**src/rtl/mcpu_ctrl_fsm.sv**
```systemverilog
// mcpu_ctrl_fsm: multi-cycle control sequencer for the MCPU datapath, with
// memory ready handshake, retired-instruction counter and sticky illegal flag.
module mcpu_ctrl_fsm #(
  parameter int CNT_W = 32
) (
  input  logic             clk,
  input  logic             rst,
  input  logic [6:0]       opcode,
  input  logic             br_taken,
  input  logic             mem_ready,
  input  logic             stall,
  output logic             PC_Write_Final,
  output logic             PCSource,
  output logic             IRWrite,
  output logic             IorD,
  output logic             MemRead,
  output logic             MemWrite,
  output logic             RegWrite,
  output logic [1:0]       WDSel,
  output logic [1:0]       ALUSrcA,
  output logic [1:0]       ALUSrcB,
  output logic [1:0]       ALUOp,
  output logic [3:0]       state,
  output logic             illegal,
  output logic [CNT_W-1:0] instr_count
);
  typedef enum logic [3:0] {
    S_IF, S_ID, S_MEMADR, S_MEMRD, S_MEMWB, S_MEMWR, S_EXE_R,
    S_EXE_I, S_ALUWB, S_BRANCH, S_JAL, S_JALR, S_LUI
  } state_t;
  state_t st, nx;
  logic retire, bad;
  logic pcw, pcs, irw, iord, mrd, mwr, rw;
  logic [1:0] wd, asa, asb, aop;
  always_ff @(posedge clk or negedge rst) begin
    if (!rst) begin
      st          <= S_IF;
      illegal     <= 1'b0;
      instr_count <= '0;
    end else begin
      st <= nx;
      if (bad) illegal <= 1'b1;
      if (retire) instr_count <= instr_count + CNT_W'(1);
    end
  end
  always_comb begin
    nx     = S_IF;
    retire = 1'b0;
    bad    = 1'b0;
    pcw    = 1'b0;
    pcs    = 1'b0;
    irw    = 1'b0;
    iord   = 1'b0;
    mrd    = 1'b0;
    mwr    = 1'b0;
    rw     = 1'b0;
    wd     = 2'd0;
    asa    = 2'd0;
    asb    = 2'd0;
    aop    = 2'd0;
    case (st)
      S_IF: if (!stall) begin
        mrd = 1'b1;
        asb = 2'd1;
        irw = mem_ready;
        pcw = mem_ready;
        nx  = mem_ready ? S_ID : S_IF;
      end
      S_ID: begin
        asa = 2'd2;
        asb = 2'd2;
        case (opcode)
          7'b0000011, 7'b0100011: nx = S_MEMADR;
          7'b0110011: nx = S_EXE_R;
          7'b0010011: nx = S_EXE_I;
          7'b1100011: nx = S_BRANCH;
          7'b1101111: nx = S_JAL;
          7'b1100111: nx = S_JALR;
          7'b0110111: nx = S_LUI;
          default:    bad = 1'b1;
        endcase
      end
      S_MEMADR: begin
        asa = 2'd1;
        asb = 2'd2;
        nx  = (opcode == 7'b0000011) ? S_MEMRD : S_MEMWR;
      end
      S_MEMRD: begin
        mrd  = 1'b1;
        iord = 1'b1;
        nx   = mem_ready ? S_MEMWB : S_MEMRD;
      end
      S_MEMWB: begin
        rw     = 1'b1;
        wd     = 2'd1;
        retire = 1'b1;
      end
      S_MEMWR: begin
        mwr    = 1'b1;
        iord   = 1'b1;
        nx     = mem_ready ? S_IF : S_MEMWR;
        retire = mem_ready;
      end
      S_EXE_R: begin
        asa = 2'd1;
        aop = 2'd2;
        nx  = S_ALUWB;
      end
      S_EXE_I: begin
        asa = 2'd1;
        asb = 2'd2;
        aop = 2'd2;
        nx  = S_ALUWB;
      end
      S_ALUWB: begin
        rw     = 1'b1;
        retire = 1'b1;
      end
      S_BRANCH: begin
        asa    = 2'd1;
        aop    = 2'd1;
        pcs    = 1'b1;
        pcw    = br_taken;
        retire = 1'b1;
      end
      S_JAL: begin
        pcw    = 1'b1;
        pcs    = 1'b1;
        rw     = 1'b1;
        wd     = 2'd2;
        retire = 1'b1;
      end
      S_JALR: begin
        asa    = 2'd1;
        asb    = 2'd2;
        pcw    = 1'b1;
        rw     = 1'b1;
        wd     = 2'd2;
        retire = 1'b1;
      end
      S_LUI: begin
        rw     = 1'b1;
        wd     = 2'd3;
        retire = 1'b1;
      end
      default: ;
    endcase
  end
  // reset must silence the Moore decode immediately, including the S_IF fetch read
  assign PC_Write_Final = rst & pcw;
  assign PCSource       = rst & pcs;
  assign IRWrite        = rst & irw;
  assign IorD           = rst & iord;
  assign MemRead        = rst & mrd;
  assign MemWrite       = rst & mwr;
  assign RegWrite       = rst & rw;
  assign WDSel          = rst ? wd  : 2'd0;
  assign ALUSrcA        = rst ? asa : 2'd0;
  assign ALUSrcB        = rst ? asb : 2'd0;
  assign ALUOp          = rst ? aop : 2'd0;
  assign state          = st;
endmodule

```
**config.mk**
```make
export PLATFORM = sky130hd
export DESIGN_NAME = mcpu_ctrl_fsm
export DESIGN_NICKNAME = d
export VERILOG_FILES = /design/src/rtl/mcpu_ctrl_fsm.sv
export SDC_FILE = /design/constraint.sdc
export NUM_CORES = 1
export LEC_CHECK = 0
export BUFFER_PORTS_ARGS = -buffer_cell sky130_fd_sc_hd__buf_4
export CAP_MARGIN = 10
export CORE_ASPECT_RATIO = 0.9
export CORE_MARGIN = 2
export CORE_UTILIZATION = 45
export CTS_CLUSTER_SIZE = 12
export DETAILED_ROUTE_END_ITERATION = 12
export GPL_TIMING_DRIVEN = 0
export PLACE_DENSITY_LB_ADDON = 0.3
export SLEW_MARGIN = 20
export SYNTH_ARGS = -nofsm -noshare
export SYNTH_HDL_FRONTEND = slang
export SYNTH_SLANG_ARGS = --single-unit
```
**constraint.sdc**
```tcl
create_clock -name clk -period 2.9 [get_ports clk]
set_input_delay 0.435 -clock clk [delete_from_list [all_inputs] [get_ports clk]]
set_output_delay 0.435 -clock clk [all_outputs]
set_load 0.02 [all_outputs]
```
==> flow_summary.ini, run 1 <==
[sta]
finalSetupTns_ns = 0
final_min_period_over_clock_period_pct = 79.6
rsz0062_at_grt = no
final_hold_viol_count = 0
slew_violations = 0
worst_margin_slew_ns = 0.483
max_freq_ghz = 0.433
timing.clock.skew_ns = 0.00782
max-slew-margin-rel_pct = 67.8
final.min_clock_period_ns = 2.31
fin_ws_ns = 0.592
setup_viol_count_final = 0

[die]
core-area_mm2 = 0.00516
ios = 64
row_count = 25
initial_core_utilization_pct = 46.1
dieWidth_um = 80.6
die_height_um = 73.0
floorplan.die_area_mm2 = 0.00588

[routing]
dr.first_iter.drc_count = 132
viasPerCell = 5.42
drc = 0
wirelength_mm = 5.46
routed-via-count = 2007
drt_pre_antenna_iters = 4
wl_per_cell_um = 14.7
route.antenna.remaining_nets = 0

[final_layout]
area_delta_synth_final_pct = 26.1
antennaDiodeCount = 0
final_nets = 316
layout-drive-gt1-share_pct = 32.7
stdcell_area_mm2 = 0.00300
stdcell_count = 370

[logic_synthesis]
seq_area_frac_synth_pct = 38.9
post_synth_main_area_contributors = sky130_fd_sc_hd__dfrtp_1, sky130_fd_sc_hd__xor2_1, sky130_fd_sc_hd__nand2_1
mappedNetlistArea_mm2 = 0.00238
synthArstFlopShare_pct = 100
synth-edff-count = 0
synthesis.instances = 236
synthDominantCellAreaShare_pct = 38.9
post_synth_cell_types = 57
yosys.area.top_type = sky130_fd_sc_hd__dfrtp_1
synth_warnings = 0
postSynthNetCount = 249
synthesis.area_per_instance_um2 = 10.1
ys_seq_elements = 37
synth_ff_type = sky130_fd_sc_hd__dfrtp_1

[worst_setup_path]
worst-path-max-fanout = 10
cp.required_ns = 2.47
timing.reg2reg.worst_path_depth = 5
r2r-start = instr_count[0]
critical_path_class = flop to output port
cp.arrival_ns = 1.87
timing.critical_path.from_type = flop
cp-startpoint = state[3]
worst_setup_path_end_kind = output port

[flow_run]
drv_cap = 0

[clock_tree]
holdBufCountCts = 0
cts.root.buffer_cell = sky130_fd_sc_hd__clkbuf_8
htree_num_levels = 2
tritoncts.num_buffers = 5
clockBufferDepth = 2
worstSkewPairLatency_ns = 0.29
cts_repair_resized_insts = 0
cts_setup_buffers = 0
cts_tree = done
clkSinkCount = 37
clkTransAtPathRegs_ns = 0.07

[hold_path]
min_path_type = primary input to asynchronous set/reset pin

[grt]
grt_antenna_before_repair = 0
via_count_of_the_first_global_routing_pass = 1788
grt_remaining_overflow = 0
pin_count_of_the_biggest_net_entering_global_routing = 39
aggregate_global_route_resource_usage_pct = 19.6
grt_pass1_wl_mm = 8.91

[power_and_ir_drop]
power.ir.vdd_worst_uv = 325
power_density_mw_per_mm2 = 373
design_power_total_mw = 1.12
p_leak_nw = 1.51

[placed_design]
port-buffer-count = 60
place_hpwl_mm = 3.91
dp_slack_ns = 0.714
detailed_place.area_mm2 = 0.00291
gp_congestion = 0.824
placed_cells = 363

[run_status]
outcome = finished clean
-- synth_stat cells (all sizes together) (2+ instances only) --
master and n:
nand4 6, nand2b 5, nor2 12, a21boi 2, nand3 12, nor3b 2
inv 4, nor2b 7, buf 8, and3 10, dfrtp 37, nor4b 4
o2111ai 3, a22oi 2, and2 2, o211ai 2, clkbuf 6, nor3 18
o21ai 2, nor4 12, xnor2 7, nand2 18, and2b 2, a21oi 6
xor2 28, and4 4
-- critical path, cell delays in order (launching register included) --
cell	delay [ns]
sky130_fd_sc_hd__dfrtp_1	0.42
sky130_fd_sc_hd__clkbuf_1	0.26
sky130_fd_sc_hd__nor2_1	0.39
sky130_fd_sc_hd__nand3b_1	0.16
sky130_fd_sc_hd__a21boi_0	0.19
sky130_fd_sc_hd__buf_4	0.17
-- placed cells by master (no fill, tap or decap), drive strengths merged, types with 2 or more instances in the layout --
master,count
nor2,12
nand3,12
and2b,2
nor4b,4
dfrtp,37
nand2,18
a21oi,6
nand4,6
nor2b,7
o211ai,2
and3,10
and2,2
nand2b,5
nor4,12
and4,4
o2111ai,3
a21boi,2
xnor2,7
nor3,18
clkbuf,13
o21ai,2
nor3b,2
a22oi,2
buf,68
inv,4
xor2,28
-- power breakdown --
part / total [mW] / leakage, nW / internal (mW) / switching, mW
logic: 0.187 / 0.968 / 0.0820 / 0.105
clock network: 0.364 / 0.0443 / 0.189 / 0.175
registers: 0.566 / 0.501 / 0.538 / 0.0277
-- sequential cells by signal, summed over array words and instances (netlist names) --
register and flops:
illegal 1, state 4, instr_count 32
-- path summary, 6_finish.rpt --
kind	to	slack (ns)
min in group clk	instr_count[31]	0.47
setup / recovery	ALUSrcB[1]	0.59
hold / removal	instr_count[26]	0.09
setup reg to reg	instr_count[22]	1.13
hold reg to reg	instr_count[31]	0.47
max in group asynchronous	instr_count[5]	2.46
-- metrics by stage --
step,utilization (%),hold slack [ns]
after global routing,58.1,0.129
after detailed placement,56.4,0.431
after floorplan,-,0.139
after CTS,58.1,0.112
final,58.1,0.0893
after global placement,56.4,0.427
-- layer usage --
metal	routed length [um]	track usage [%]	vias up
met5	0	0	-
met4	74	6.78	0
met3	332	3.84	7
met2	2410	28.2	64
met1	2640	29.5	951
li1	-	-	985
-- final cells by class --
type / count / area, um2
multi-input cells: 181 / 1350
plain buffers: 14 / 90.1
inverters: 4 / 15.0
clock buffers: 7 / 86.3
repair buffers: 60 / 450
fillers: 458 / 2160
flip-flops and latches: 37 / 926
well taps: 67 / 83.8
-- cells by family after synthesis --
| family | synth area share (%) |
|---|---|
| fa+ha+maj | 0.526 |
| compound gates | 8.74 |
| mux | 0.895 |
| xor+xnor | 12.9 |
| buf+inv | 4.42 |
| flops | 38.9 |
| simple gates | 33.6 |
Note: power is estimated with default switching activity, not from simulation.
==> inputs of run 2 (changes only) <==
==> constraint.sdc (replaced) <==
create_clock -name clk -period 2.2 [get_ports clk]
set_input_delay 0.33 -clock clk [delete_from_list [all_inputs] [get_ports clk]]
set_output_delay 0.33 -clock clk [all_outputs]
set_load 0.02 [all_outputs]
==> flow_summary.ini, run 2 (synthesis gave the netlist of run 1 again) <==
[sta]
setup_viol_count_final = 0
max_freq_ghz = 0.485
slew_violations = 0
timing.clock.skew_ns = 0.00852
rsz0062_at_grt = no
finalSetupTns_ns = 0
final.min_clock_period_ns = 2.06
final_hold_viol_count = 11
timing.hold.ws_ns = -0.0156
worst_margin_slew_ns = 0.477
max-slew-margin-rel_pct = 68.2
final_min_period_over_clock_period_pct = 93.6

[worst_setup_path]
crit-reg2reg-capture = instr_count[1]
max_stage_delay_ns = 0.61
cp.arrival_ns = 1.73
critical_path_class = flop to output port
timing.reg2reg.worst_path_depth = 4
cp.required_ns = 1.87
critical-path-slowest-cell = sky130_fd_sc_hd__dfrtp_1
r2r-start = state[3]
r2r_setup_slack_ns = 0.28
timing.critical_path.from_type = flop
worst-path-max-fanout = 13
cell_breakdown_of_the_critical_path = and2b_4 -> a22o_1 -> and3_1 -> buf_4
worst_setup_path_end_kind = output port

[clock_tree]
cts_tree = done
clockBufferDepth = 2
clkTransAtPathRegs_ns = 0.07
worstSkewPairLatency_ns = 0.29
holdBufCountCts = 0
cts_setup_buffers = 0
htree_num_levels = 2
clkSinkCount = 37
cts.root.buffer_cell = sky130_fd_sc_hd__clkbuf_8
tritoncts.num_buffers = 5

[final_layout]
final_nets = 315
largest_register_ff_count = 32
stdcell_count = 369
antennaDiodeCount = 0
registers.top_by_ff_count = instr_count
layout-drive-gt1-share_pct = 33.1
area_delta_synth_final_pct = 26.1
mostFrequentLayoutCell = sky130_fd_sc_hd__buf_4
leading_cell_types_in_the_layout_fill_and_taps_excluded = sky130_fd_sc_hd__buf_4, sky130_fd_sc_hd__dfrtp_1, sky130_fd_sc_hd__xor2_1, sky130_fd_sc_hd__nand2_1, sky130_fd_sc_hd__nor3_1

[placed_design]
place_hpwl_mm = 3.91
gp_congestion = 0.824
port-buffer-count = 60
placed_cells = 363

[grt]
grt_antenna_before_repair = 0
via_count_of_the_first_global_routing_pass = 1788
grt_pass1_wl_mm = 8.91
grt_remaining_overflow = 0
pin_count_of_the_biggest_net_entering_global_routing = 39
aggregate_global_route_resource_usage_pct = 19.6

[die]
core-area_mm2 = 0.00516
initial_core_utilization_pct = 46.1
row_count = 25
dieWidth_um = 80.6
die_height_um = 73.0
ios = 64
floorplan.die_area_mm2 = 0.00588

[power_and_ir_drop]
p_leak_nw = 1.51
power.ir.vdd_worst_uv = 429
design_power_total_mw = 1.47
power_density_mw_per_mm2 = 491

[routing]
wl_per_cell_um = 14.7
viasPerCell = 5.48
wirelength_mm = 5.43
dr.first_iter.drc_count = 133
route.antenna.remaining_nets = 0
drc = 0
routed-via-count = 2023
drt_pre_antenna_iters = 4

[run_status]
outcome = finished, violations left
failed_checks = hold timing

[flow_run]
drv_cap = 0

[hold_path]
min_path_type = primary input to asynchronous set/reset pin
[run 2: layout make-up]
| type | count | area [um2] |
|---|---|---|
| fillers | 459 | 2160 |
| multi-input cells | 181 | 1350 |
| flip-flops and latches | 37 | 926 |
| repair buffers | 60 | 450 |
| clock buffers | 7 | 86.3 |
| plain buffers | 13 | 86.3 |
| well taps | 67 | 83.8 |
| inverters | 4 | 15.0 |
[run 2: critical path, delay by kind of cell, from the launching register on]
kind | cells | cell delay (ns)
compound gates | 1 | 0.22
flops | 1 | 0.61
simple gates | 2 | 0.45
buf+inv | 1 | 0.15
[run 2: timing repair]
action,in CTS,in global routing
resized for setup,0,1
endpoints found under the setup margin,0,2
hold endpoints to repair,0,0
[run 2: routing by layer]
metal | up-vias | GRT usage [%] | wire (um)
met5 | - | 0 | 0
met4 | 0 | 6.78 | 74
met3 | 7 | 3.84 | 323
met2 | 68 | 28.2 | 2460
met1 | 967 | 29.5 | 2580
li1 | 981 | - | -
[run 2: worst max path at each step]
stage,start,to,slack (ns),depth (start not counted)
after global placement,rst,PCSource,0.25,5
after floorplan,state[3],ALUSrcB[1],0.30,4
after global routing,state[3],PC_Write_Final,0.05,4
final,state[3],PC_Write_Final,0.14,4
after CTS,state[3],ALUSrcB[1],0.008,5
after detailed placement,rst,PCSource,0.22,5
[run 2: power by group]
part	leakage, nW	internal, mW	switching, mW
Combinational	0.968	0.108	0.139
Sequential	0.501	0.710	0.0365
Clock	0.0443	0.248	0.231
Total	1.51	1.07	0.406
[run 2: through the flow]
| step | instance area, um2 | utilization (%) | hold WS (ns) | worst slack, ns |
|---|---|---|---|---|
| 2_1_floorplan | 2380 | - | 0.0344 | 0.298 |
| 3_3_place_gp | 2910 | 56.4 | 0.322 | 0.253 |
| 3_5_place_dp | 2910 | 56.4 | 0.326 | 0.224 |
| 4_1_cts | 3000 | 58.1 | 0.00734 | 0.00834 |
| 5_1_grt | 3000 | 58.1 | 0.0241 | 0.0478 |
| 6_report | 3000 | 58.1 | -0.0156 | 0.140 |
==> inputs of run 3 (changes only) <==
--- a/config.mk
+++ b/config.mk
@@ -7,13 +7,16 @@
 export LEC_CHECK = 0
 export BUFFER_PORTS_ARGS = -buffer_cell sky130_fd_sc_hd__buf_4
 export CAP_MARGIN = 10
+export CELL_PAD_IN_SITES_DETAIL_PLACEMENT = 1
+export CELL_PAD_IN_SITES_GLOBAL_PLACEMENT = 2
 export CORE_ASPECT_RATIO = 0.9
 export CORE_MARGIN = 2
-export CORE_UTILIZATION = 45
+export CORE_UTILIZATION = 32
 export CTS_CLUSTER_SIZE = 12
 export DETAILED_ROUTE_END_ITERATION = 12
 export GPL_TIMING_DRIVEN = 0
 export PLACE_DENSITY_LB_ADDON = 0.3
+export SKIP_LAST_GASP = 1
 export SLEW_MARGIN = 20
 export SYNTH_ARGS = -nofsm -noshare
 export SYNTH_HDL_FRONTEND = slang
==> flow_summary.ini, run 3 (synthesis gave the netlist of run 1 again) <==
[sta]
timing.clock.skew_ns = 0.00441
finalSetupTns_ns = 0
slew_violations = 0
worst_margin_slew_ns = 0.502
max-slew-margin-rel_pct = 66.5
fin_ws_ns = 0.198
final_hold_viol_count = 2
final.min_clock_period_ns = 2.00
final_min_period_over_clock_period_pct = 91.0
timing.hold.ws_ns = -0.00272
rsz0062_at_grt = no
max_freq_ghz = 0.500
setup_viol_count_final = 0

[final_layout]
layout-drive-gt1-share_pct = 34.3
antennaDiodeCount = 0
mostFrequentLayoutCell = sky130_fd_sc_hd__buf_4
registers.top_by_ff_count = instr_count
area_delta_synth_final_pct = 29.1
final_nets = 315
fillCellCount = 847
leading_cell_types_in_the_layout_fill_and_taps_excluded = sky130_fd_sc_hd__buf_4, sky130_fd_sc_hd__dfrtp_1, sky130_fd_sc_hd__xor2_1, sky130_fd_sc_hd__nand2_1, sky130_fd_sc_hd__nor3_1
largest_register_ff_count = 32

[grt]
grt_pass1_wl_mm = 10.7
grt_remaining_overflow = 0
aggregate_global_route_resource_usage_pct = 16.5
via_count_of_the_first_global_routing_pass = 2092
grt_antenna_before_repair = 0
pin_count_of_the_biggest_net_entering_global_routing = 39

[routing]
routed-via-count = 2039
wirelength_mm = 6.43
wl_per_cell_um = 16.2
drc = 0
route.antenna.remaining_nets = 0
dr.first_iter.drc_count = 46
drt_pre_antenna_iters = 4
viasPerCell = 5.15

[worst_setup_path]
cp.arrival_ns = 1.67
worst_setup_path_end_kind = output port
cp.required_ns = 1.87
timing.critical_path.from_type = flop
critical_path_class = flop to output port
worst-path-max-fanout = 10

[clock_tree]
cts_tree = done
tritoncts.num_buffers = 5
clkSinkCount = 37
clockBufferDepth = 2
holdBufCountCts = 0
cts_setup_buffers = 0
cts.root.buffer_cell = sky130_fd_sc_hd__clkbuf_8
htree_num_levels = 2
clkTransAtPathRegs_ns = 0.08
cts_repair_resized_insts = 1
worstSkewPairLatency_ns = 0.29

[placed_design]
gp_congestion = 0.829
dp_slack_ns = 0.136
place_hpwl_mm = 4.87
port-buffer-count = 60

[flow_run]
drv_cap = 0

[power_and_ir_drop]
power.ir.vdd_worst_uv = 457
p_leak_nw = 1.53
power_density_mw_per_mm2 = 527

[die]
initial_core_utilization_pct = 33.4
dieWidth_um = 94.9
row_count = 29
floorplan.die_area_mm2 = 0.00814
ios = 64
core-area_mm2 = 0.00711
die_height_um = 85.8

[run_status]
outcome = finished, violations left
failed_checks = hold timing

[hold_path]
min_path_type = primary input to asynchronous set/reset pin
## run 3: cell types whose count changed in the layout (fill, tap and decap cells not counted), sizes merged
cell / before / now
bufinv: 0 / 1
## run 3: cell type report
class	count	area, um2	share of cell area (%)
clock inverters	1	30.0	0.979
repair buffers	60	450	14.7
inverters	4	15.0	0.489
flip-flops and latches	37	927	30.2
well taps	93	116	3.79
multi-input cells	181	1350	44.1
clock buffers	7	86.3	2.81
plain buffers	13	88.8	2.90
## run 3: where the power goes
group          internal (mW)  total (mW)  leakage [nW]  switching [mW]
clock network          0.370       0.616        0.0585           0.246
logic                  0.110       0.252         0.976           0.142
registers              0.709       0.748         0.499          0.0392
total                   1.19        1.62          1.53           0.427
## run 3: final timing paths
kind | startpoint | endpoint | slack [ns] | cells after the start
worst min-delay path | rst | instr_count[26] | -0.003 | 1
min in group clk | opcode[0] | illegal | 0.42 | 3
worst max-delay path | state[0] | RegWrite | 0.20 | 4
max in group asynchronous | rst | state[2] | 1.82 | 1
worst min register to register | instr_count[31] | instr_count[31] | 0.47 | 1
worst max register to register | state[0] | instr_count[1] | 0.42 | 4
## run 3: metrics by stage
| stage | power (mW) | instances | area [um2] | utilization [%] |
|---|---|---|---|---|
| floorplan | 0.892 | 236 | 2380 | - |
| global placement | 1.01 | 389 | 2940 | 41.4 |
| detailed placement | 1.02 | 389 | 2940 | 41.4 |
| CTS | 1.64 | 397 | 3060 | 43.1 |
| global route | 1.68 | 396 | 3070 | 43.1 |
| finish | 1.62 | 396 | 3070 | 43.1 |
## run 3: layer usage
metal	vias to the layer above	track usage (%)	part of all wire, %
li1	991	-	-
met4	0	2.77	0.39
met5	-	0	0
met1	1012	24.6	50
met3	4	2.72	2.8
met2	32	25.3	47
## run 3: worst max-delay path, cell delays in order, from the launching register on
cell and delay [ns]:
sky130_fd_sc_hd__dfrtp_1 0.48, sky130_fd_sc_hd__clkbuf_2 0.24, sky130_fd_sc_hd__nor2b_1 0.20, sky130_fd_sc_hd__nor3_1 0.26, sky130_fd_sc_hd__buf_4 0.19
